==> src/rtl/fixed_enc_pkg.sv <==
// Shared widths, order limits and helpers for the FLAC fixed-predictor encoder.
package fixed_enc_pkg;

    localparam int unsigned DefaultDataWidth = 16;
    localparam int unsigned DefaultResWidth  = 21;
    localparam int unsigned DefaultSumWidth  = 32;
    localparam int unsigned MaxOrder         = 4;
    localparam int unsigned NumOrders        = MaxOrder + 1;
    localparam int unsigned WarmupStatsStart = 4;
    localparam int unsigned IdxSat           = 5;

    typedef logic signed [DefaultResWidth-1:0] res_t;
    typedef logic [DefaultSumWidth-1:0]        sum_t;
    typedef logic [2:0]                        order_t;

    // Orders 5..7 behave as order 4.
    function automatic order_t clamp_order(input order_t order);
        return (order > order_t'(MaxOrder)) ? order_t'(MaxOrder) : order;
    endfunction

endpackage

==> src/rtl/fixed_abs_accumulator.sv <==
// Per-order |residual| accumulator: saturating add, clear on block start,
// snapshot of the final sum on block end.
module fixed_abs_accumulator
    import fixed_enc_pkg::*;
#(
    parameter int unsigned RES_WIDTH = DefaultResWidth,
    parameter int unsigned SUM_WIDTH = DefaultSumWidth
) (
    input  logic                        clk_i,
    input  logic                        rst_ni,
    input  logic                        valid_i,
    input  logic                        start_i,
    input  logic                        stats_i,
    input  logic                        end_i,
    input  logic signed [RES_WIDTH-1:0] value_i,
    output logic [SUM_WIDTH-1:0]        sum_o
);

    logic [RES_WIDTH-1:0] mag;
    logic [SUM_WIDTH-1:0] base, addend, acc_d, acc_q, snap_q;
    logic [SUM_WIDTH:0]   total;

    always_comb begin
        mag    = value_i[RES_WIDTH-1] ? RES_WIDTH'(-value_i) : RES_WIDTH'(value_i);
        base   = start_i ? '0 : acc_q;
        addend = stats_i ? {{(SUM_WIDTH-RES_WIDTH){1'b0}}, mag} : '0;
        total  = {1'b0, base} + {1'b0, addend};
        acc_d  = total[SUM_WIDTH] ? '1 : total[SUM_WIDTH-1:0];
    end

    always_ff @(posedge clk_i or negedge rst_ni) begin
        if (!rst_ni) begin
            acc_q  <= '0;
            snap_q <= '0;
        end else if (valid_i) begin
            acc_q <= acc_d;
            if (end_i) begin
                snap_q <= acc_d;
            end
        end
    end

    assign sum_o = snap_q;

endmodule

==> src/rtl/fixed_encoder.sv <==
// FLAC fixed-predictor encoder: 2-stage residual pipeline for the selected
// order plus per-block abs-sum statistics for all five orders.
module fixed_encoder
    import fixed_enc_pkg::*;
#(
    parameter int unsigned DATA_WIDTH = DefaultDataWidth,
    parameter int unsigned RES_WIDTH  = DefaultResWidth,
    parameter int unsigned SUM_WIDTH  = DefaultSumWidth
) (
    input  logic                         iClock,
    input  logic                         iReset,
    input  logic                         iEnable,
    input  logic                         iBlockStart,
    input  logic                         iBlockEnd,
    input  logic [2:0]                   iOrder,
    input  logic signed [DATA_WIDTH-1:0] iSample,
    output logic                         oValid,
    output logic                         oWarmup,
    output logic signed [RES_WIDTH-1:0]  oResidual,
    output logic                         oDone,
    output logic [2:0]                   oBestOrder,
    output logic [SUM_WIDTH-1:0]         oSum0,
    output logic [SUM_WIDTH-1:0]         oSum1,
    output logic [SUM_WIDTH-1:0]         oSum2,
    output logic [SUM_WIDTH-1:0]         oSum3,
    output logic [SUM_WIDTH-1:0]         oSum4
);

    typedef logic signed [RES_WIDTH-1:0] wide_t;

    wide_t      x_ext;
    wide_t      h      [1:4];
    wide_t      hist_q [1:4];
    logic [2:0] idx_q, idx_eff, k_q, k_eff;
    logic       in_block_q;

    wide_t      pos_d [NumOrders];
    wide_t      neg_d [NumOrders];
    wide_t      s1_pos_q [NumOrders];
    wide_t      s1_neg_q [NumOrders];
    logic       s1_valid_q, s1_warm_q, s1_stats_q, s1_start_q, s1_end_q;
    logic [2:0] s1_k_q;

    wide_t      e_d  [NumOrders];
    wide_t      s2_e_q [NumOrders];
    wide_t      res_d, s2_res_q;
    logic       s2_valid_q, s2_warm_q, s2_stats_q, s2_start_q, s2_end_q;
    logic       done_q;

    logic [SUM_WIDTH-1:0] sums [NumOrders];
    logic [SUM_WIDTH-1:0] min_sum;
    logic [2:0]           best;

    // Stage 1: positive and negative binomial terms, shift/add only.
    always_comb begin
        x_ext = {{(RES_WIDTH-DATA_WIDTH){iSample[DATA_WIDTH-1]}}, iSample};
        for (int n = 1; n <= 4; n++) begin
            h[n] = iBlockStart ? '0 : hist_q[n];
        end
        idx_eff  = iBlockStart ? '0 : idx_q;
        k_eff    = iBlockStart ? clamp_order(iOrder) : k_q;
        pos_d[0] = x_ext;
        neg_d[0] = '0;
        pos_d[1] = x_ext;
        neg_d[1] = h[1];
        pos_d[2] = x_ext + h[2];
        neg_d[2] = h[1] <<< 1;
        pos_d[3] = x_ext + (h[2] <<< 1) + h[2];
        neg_d[3] = (h[1] <<< 1) + h[1] + h[3];
        pos_d[4] = x_ext + (h[2] <<< 2) + (h[2] <<< 1) + h[4];
        neg_d[4] = (h[1] <<< 2) + (h[3] <<< 2);
    end

    // Stage 2: final subtraction and order mux.
    always_comb begin
        for (int n = 0; n < int'(NumOrders); n++) begin
            e_d[n] = s1_pos_q[n] - s1_neg_q[n];
        end
        case (s1_k_q)
            3'd0:    res_d = e_d[0];
            3'd1:    res_d = e_d[1];
            3'd2:    res_d = e_d[2];
            3'd3:    res_d = e_d[3];
            default: res_d = e_d[4];
        endcase
        if (s1_warm_q) begin
            res_d = s1_pos_q[0];
        end
    end

    always_ff @(posedge iClock or negedge iReset) begin
        if (!iReset) begin
            for (int n = 1; n <= 4; n++) begin
                hist_q[n] <= '0;
            end
            for (int n = 0; n < int'(NumOrders); n++) begin
                s1_pos_q[n] <= '0;
                s1_neg_q[n] <= '0;
                s2_e_q[n]   <= '0;
            end
            idx_q      <= '0;
            k_q        <= '0;
            in_block_q <= 1'b0;
            s1_valid_q <= 1'b0;
            s1_warm_q  <= 1'b0;
            s1_stats_q <= 1'b0;
            s1_start_q <= 1'b0;
            s1_end_q   <= 1'b0;
            s1_k_q     <= '0;
            s2_valid_q <= 1'b0;
            s2_warm_q  <= 1'b0;
            s2_stats_q <= 1'b0;
            s2_start_q <= 1'b0;
            s2_end_q   <= 1'b0;
            s2_res_q   <= '0;
            done_q     <= 1'b0;
        end else begin
            s1_valid_q <= iEnable;
            if (iEnable) begin
                hist_q[1]  <= x_ext;
                hist_q[2]  <= h[1];
                hist_q[3]  <= h[2];
                hist_q[4]  <= h[3];
                idx_q      <= (idx_eff >= 3'(IdxSat)) ? 3'(IdxSat) : idx_eff + 3'd1;
                k_q        <= k_eff;
                in_block_q <= iBlockEnd ? 1'b0 : (iBlockStart | in_block_q);
                s1_pos_q   <= pos_d;
                s1_neg_q   <= neg_d;
                s1_warm_q  <= idx_eff < k_eff;
                s1_stats_q <= idx_eff >= 3'(WarmupStatsStart);
                s1_start_q <= iBlockStart;
                // Ends are reported only for blocks that actually started.
                s1_end_q   <= iBlockEnd & (iBlockStart | in_block_q);
                s1_k_q     <= k_eff;
            end
            s2_valid_q <= s1_valid_q;
            if (s1_valid_q) begin
                s2_e_q     <= e_d;
                s2_res_q   <= res_d;
                s2_warm_q  <= s1_warm_q;
                s2_stats_q <= s1_stats_q;
                s2_start_q <= s1_start_q;
                s2_end_q   <= s1_end_q;
            end
            done_q <= s2_valid_q & s2_end_q;
        end
    end

    for (genvar g = 0; g < int'(NumOrders); g++) begin : g_acc
        fixed_abs_accumulator #(
            .RES_WIDTH (RES_WIDTH),
            .SUM_WIDTH (SUM_WIDTH)
        ) u_acc (
            .clk_i   (iClock),
            .rst_ni  (iReset),
            .valid_i (s2_valid_q),
            .start_i (s2_start_q),
            .stats_i (s2_stats_q),
            .end_i   (s2_end_q),
            .value_i (s2_e_q[g]),
            .sum_o   (sums[g])
        );
    end

    // Argmin over the held snapshots; strict compare keeps ties on the lower order.
    always_comb begin
        best    = '0;
        min_sum = sums[0];
        for (int n = 1; n < int'(NumOrders); n++) begin
            if (sums[n] < min_sum) begin
                min_sum = sums[n];
                best    = 3'(n);
            end
        end
    end

    assign oValid     = s2_valid_q;
    assign oWarmup    = s2_warm_q;
    assign oResidual  = s2_res_q;
    assign oDone      = done_q;
    assign oBestOrder = best;
    assign oSum0      = sums[0];
    assign oSum1      = sums[1];
    assign oSum2      = sums[2];
    assign oSum3      = sums[3];
    assign oSum4      = sums[4];

endmodule

==> config.mk <==
export PLATFORM = sky130hd
export DESIGN_NAME = fixed_encoder
export DESIGN_NICKNAME = d
export VERILOG_FILES = /design/src/rtl/fixed_enc_pkg.sv /design/src/rtl/fixed_abs_accumulator.sv /design/src/rtl/fixed_encoder.sv
export SDC_FILE = /design/constraint.sdc
export NUM_CORES = 2
export LEC_CHECK = 0
export ABC_AREA = 1
export BUFFER_PORTS_ARGS = -buffer_cell sky130_fd_sc_hd__buf_2
export CORE_UTILIZATION = 62
export CTS_CLUSTER_SIZE = 25
export DETAILED_ROUTE_END_ITERATION = 8
export PLACE_DENSITY = 0.77
export REMOVE_ABC_BUFFERS = 1
export SLEW_MARGIN = 20
export SYNTH_ARGS = -nofsm -noshare
export SYNTH_HDL_FRONTEND = slang
export SYNTH_HIERARCHICAL = 1
export SYNTH_SLANG_ARGS = --single-unit
==> constraint.sdc <==
create_clock -name iClock -period 10.4 [get_ports iClock]
set_input_delay 2.08 -clock iClock [delete_from_list [all_inputs] [get_ports iClock]]
set_output_delay 2.08 -clock iClock [all_outputs]
set_load 0.005 [all_outputs]
==> flow_summary.ini <==
[timing]
fin_crit_ps = 9850
hold_viol = 0
slew_viol_final = 0
clock.fmax_mhz = 102
fin_skew_ps = 20.0
setup_viol = 0
fin_setup_tns_ps = 0
relSlewSlack_pct = 29.0
post-route-period-util_pct = 94.7
worstMarginPinSlew_ps = 1070

[yosys]
yosys_register_bits = 624
ys_async_sr_fraction_pct = 100
synth-warning-count = 6
ys.flop_type = dfrtp_1
synth.top_cells.by_area = dfrtp_1 (31%), nand2_1 (17%), ha_1 (9.8%)
synth_area_per_cell_um2 = 6.79
syn_inst = 7420
yosysSeqAreaShare_pct = 31.0
syn_area_um2 = 50400
yosysTopAreaCellShare_pct = 31.0
synth_top_area_cell = dfrtp_1
synth.lib_cells_used.distinct = 53
synth-edff-count = 0

[setup_path]
rr_endpoint = s1_pos_q[20]$_DFFE_PN0P_
arrival_ps = 7770
r2r_slack_ps = 4680
endpoint_kind = primary output
cp_slowest_stage_delay_ps = 490
crit_path_start_kind = register
cp_top_family = simple AND/OR/NAND/NOR gates
rr_startpoint = s1_neg_q[63]$_DFFE_PN0P_
crit_fanout = 33
worst-path-buf-inv = 5
critPathKind = reg -> out
ff2ff_path_depth = 29
cpMaxStageDelayCell = o21ai_0
cp.required_ps = 8320
cp_common_cell = nand2_1

[global_route]
use_met3_pct = 5.90
use_met1_pct = 55.0
antenna_found_initial = 0
grt-busiest-layer = met2
grt_pass1_vias = 44869
grt_overflow = 0
grt.total_usage_pct = 40.1
grt_max_degree = 163
grt_pass1_wl_mm = 255
met2_usage_pct = 60.7

[clock_network]
cts_root_buf = clkbuf_16
cts_hold_buf = 0
clkLatencyLatePin_ps = 650
numCtsBuffers = 74
path_clk_slew_ps = 60
htreeDepth = 3
cts.sinks = 624
cts_tree = yes
clockBufferDepth = 3

[detailed_routing]
wire_per_inst_um = 19.2
drtPass1Iterations = 6
drt-total-wl_mm = 166
vias = 48813
ant_nets = 0
initialDrtViolationCount = 4764
via_per_inst = 5.63
drc = 0

[flow_run]
maxCapViolCount = 0

[place]
port-buffer-count = 210
hpwl_mm = 129
place_congestion = 1.02

[die]
rows = 104
initial_core_util_pct = 62.7
die_h_um = 287
die_w_um = 287
core_area_um2 = 80400
die_area_um2 = 82400
io_pins = 211

[hold_path]
hold_path_depth = 2
whs_endpoint = oWarmup$_DFFE_PN0P_
hold_start = oWarmup$_DFFE_PN0P_
hold_path_class = reg -> reg

[layout]
layout.nets = 8039
syn2layout_area_growth_pct = 8.93
final_common_cell = nand2_1
drive_gt1_share_pct = 6.85
layout_common_cells = nand2_1 (2258), inv_1 (1175), nor2_1 (758), dfrtp_1 (620), o21ai_0 (439)

[outcome]
status = complete, no violations

[power_and_ir_drop]
vdd_ir_drop_max_mv = 0.232
power.total_uw = 13500
p_per_area_nw_per_um2 = 246
leakagePower_uw = 0.0307
## cell type report
type | count | area (um2)
clock inverters | 43 | 597
repair buffers | 253 | 1430
well taps | 1060 | 1330
multi-input cells | 5387 | 29300
flip-flops and latches | 624 | 15600
clock buffers | 93 | 2030
diodes | 1 | 2.50
fillers | 7208 | 25500
inverters | 1203 | 4530
## cell usage after synthesis, types with 4 or more instances
library cell / count
o221ai_1: 6
buf_6: 25
ha_1: 395
a21oi_1: 363
nor4_4: 5
a21boi_1: 6
nand2_4: 8
nand3_4: 5
xor2_1: 156
nor2_2: 6
nor3_1: 91
inv_2: 6
nand4_1: 50
nor2_4: 6
inv_1: 1176
dfrtp_1: 624
nand3_1: 330
and3_1: 10
clkbuf_1: 145
a21o_1: 5
nand3_2: 65
a2111oi_0: 4
a31oi_1: 133
buf_1: 14
nor2_1: 759
buf_2: 25
nand3b_1: 6
clkinv_1: 16
or2_2: 5
fa_1: 77
o2111ai_1: 6
o21ai_0: 459
o21bai_1: 32
nand2_2: 14
a211oi_1: 8
and2_1: 5
o31ai_1: 25
nand2_1: 2258
inv_4: 5
o22ai_1: 16
xnor2_1: 47
## metal layers
layer	up-vias	share of wire, %
li1	23756	-
met1	22696	42
met2	2007	43
met3	354	8.3
met4	0	6.3
met5	-	0
## kinds of logic after synthesis
| kind of cell | after synthesis | share of synthesized area [%] |
|---|---|---|
| AO/OA/AOI/OAI | 1081 | 11.7 |
| XOR/XNOR | 203 | 3.53 |
| AND/OR/NAND/NOR | 3628 | 29.9 |
| adder cells (fa/ha/maj) | 472 | 12.9 |
| flip-flops | 624 | 31.0 |
| buffers and inverters | 1412 | 11.0 |
## worst max path at each step
stage	from	endpoint	slack (ps)	cells after the start
global placement	g_acc[0].u_acc/sum_o[27]$_DFFE_PN0P_	oBestOrder[0]	520	41
floorplan	g_acc[0].u_acc/sum_o[5]$_DFFE_PN0P_	oBestOrder[0]	1400	40
finish	g_acc[0].u_acc/sum_o[5]$_DFFE_PN0P_	oBestOrder[0]	550	39
global route	g_acc[0].u_acc/sum_o[30]$_DFFE_PN0P_	oBestOrder[0]	-20	40
CTS	g_acc[0].u_acc/sum_o[30]$_DFFE_PN0P_	oBestOrder[1]	20	42
detailed placement	g_acc[0].u_acc/sum_o[25]$_DFFE_PN0P_	oBestOrder[1]	440	41
## what timing repair did
item / 4_1_cts / 5_1_grt
pin swaps: 0 / 4
setup endpoints to repair: 3 / 3
setup buffers: 0 / 2
cloned: 0 / 3
gates resized for setup: 13 / 22
## per-stage QoR
stage	util, %	instances	instance area [um2]	worst slack, ps	hold WS (ps)
2_1_floorplan	-	7211	49400	1400	442
4_1_cts	68.1	8658	54800	18.3	475
3_5_place_dp	64.8	8522	52100	441	459
3_3_place_gp	64.8	8522	52100	518	451
6_report	68.2	8664	54900	548	474
5_1_grt	68.2	8663	54900	-18.1	497
## power by group
part | internal, uW | total (uW) | switching [uW]
combinational | 2320 | 6920 | 4600
clock | 1700 | 2850 | 1150
sequential | 3000 | 3750 | 750
## registers in the layout (all words and copies together) (netlist names), 3 cells and up
name               cells
s1_neg_q              55
g_acc.u_acc/acc_q    160
g_acc.u_acc/sum_o    160
idx_q                  3
s2_e_q               100
s1_k_q                 3
s1_pos_q              78
hist_q                32
oResidual             21
## worst register-to-register path: cells and delay by family (launching register included)
family	cells	cell delay (ps)
compound gates	10	1880
simple gates	10	1330
flops	1	390
buf+inv	5	350
fa+ha+maj	4	1650
Power figures use the tool's default switching activity.
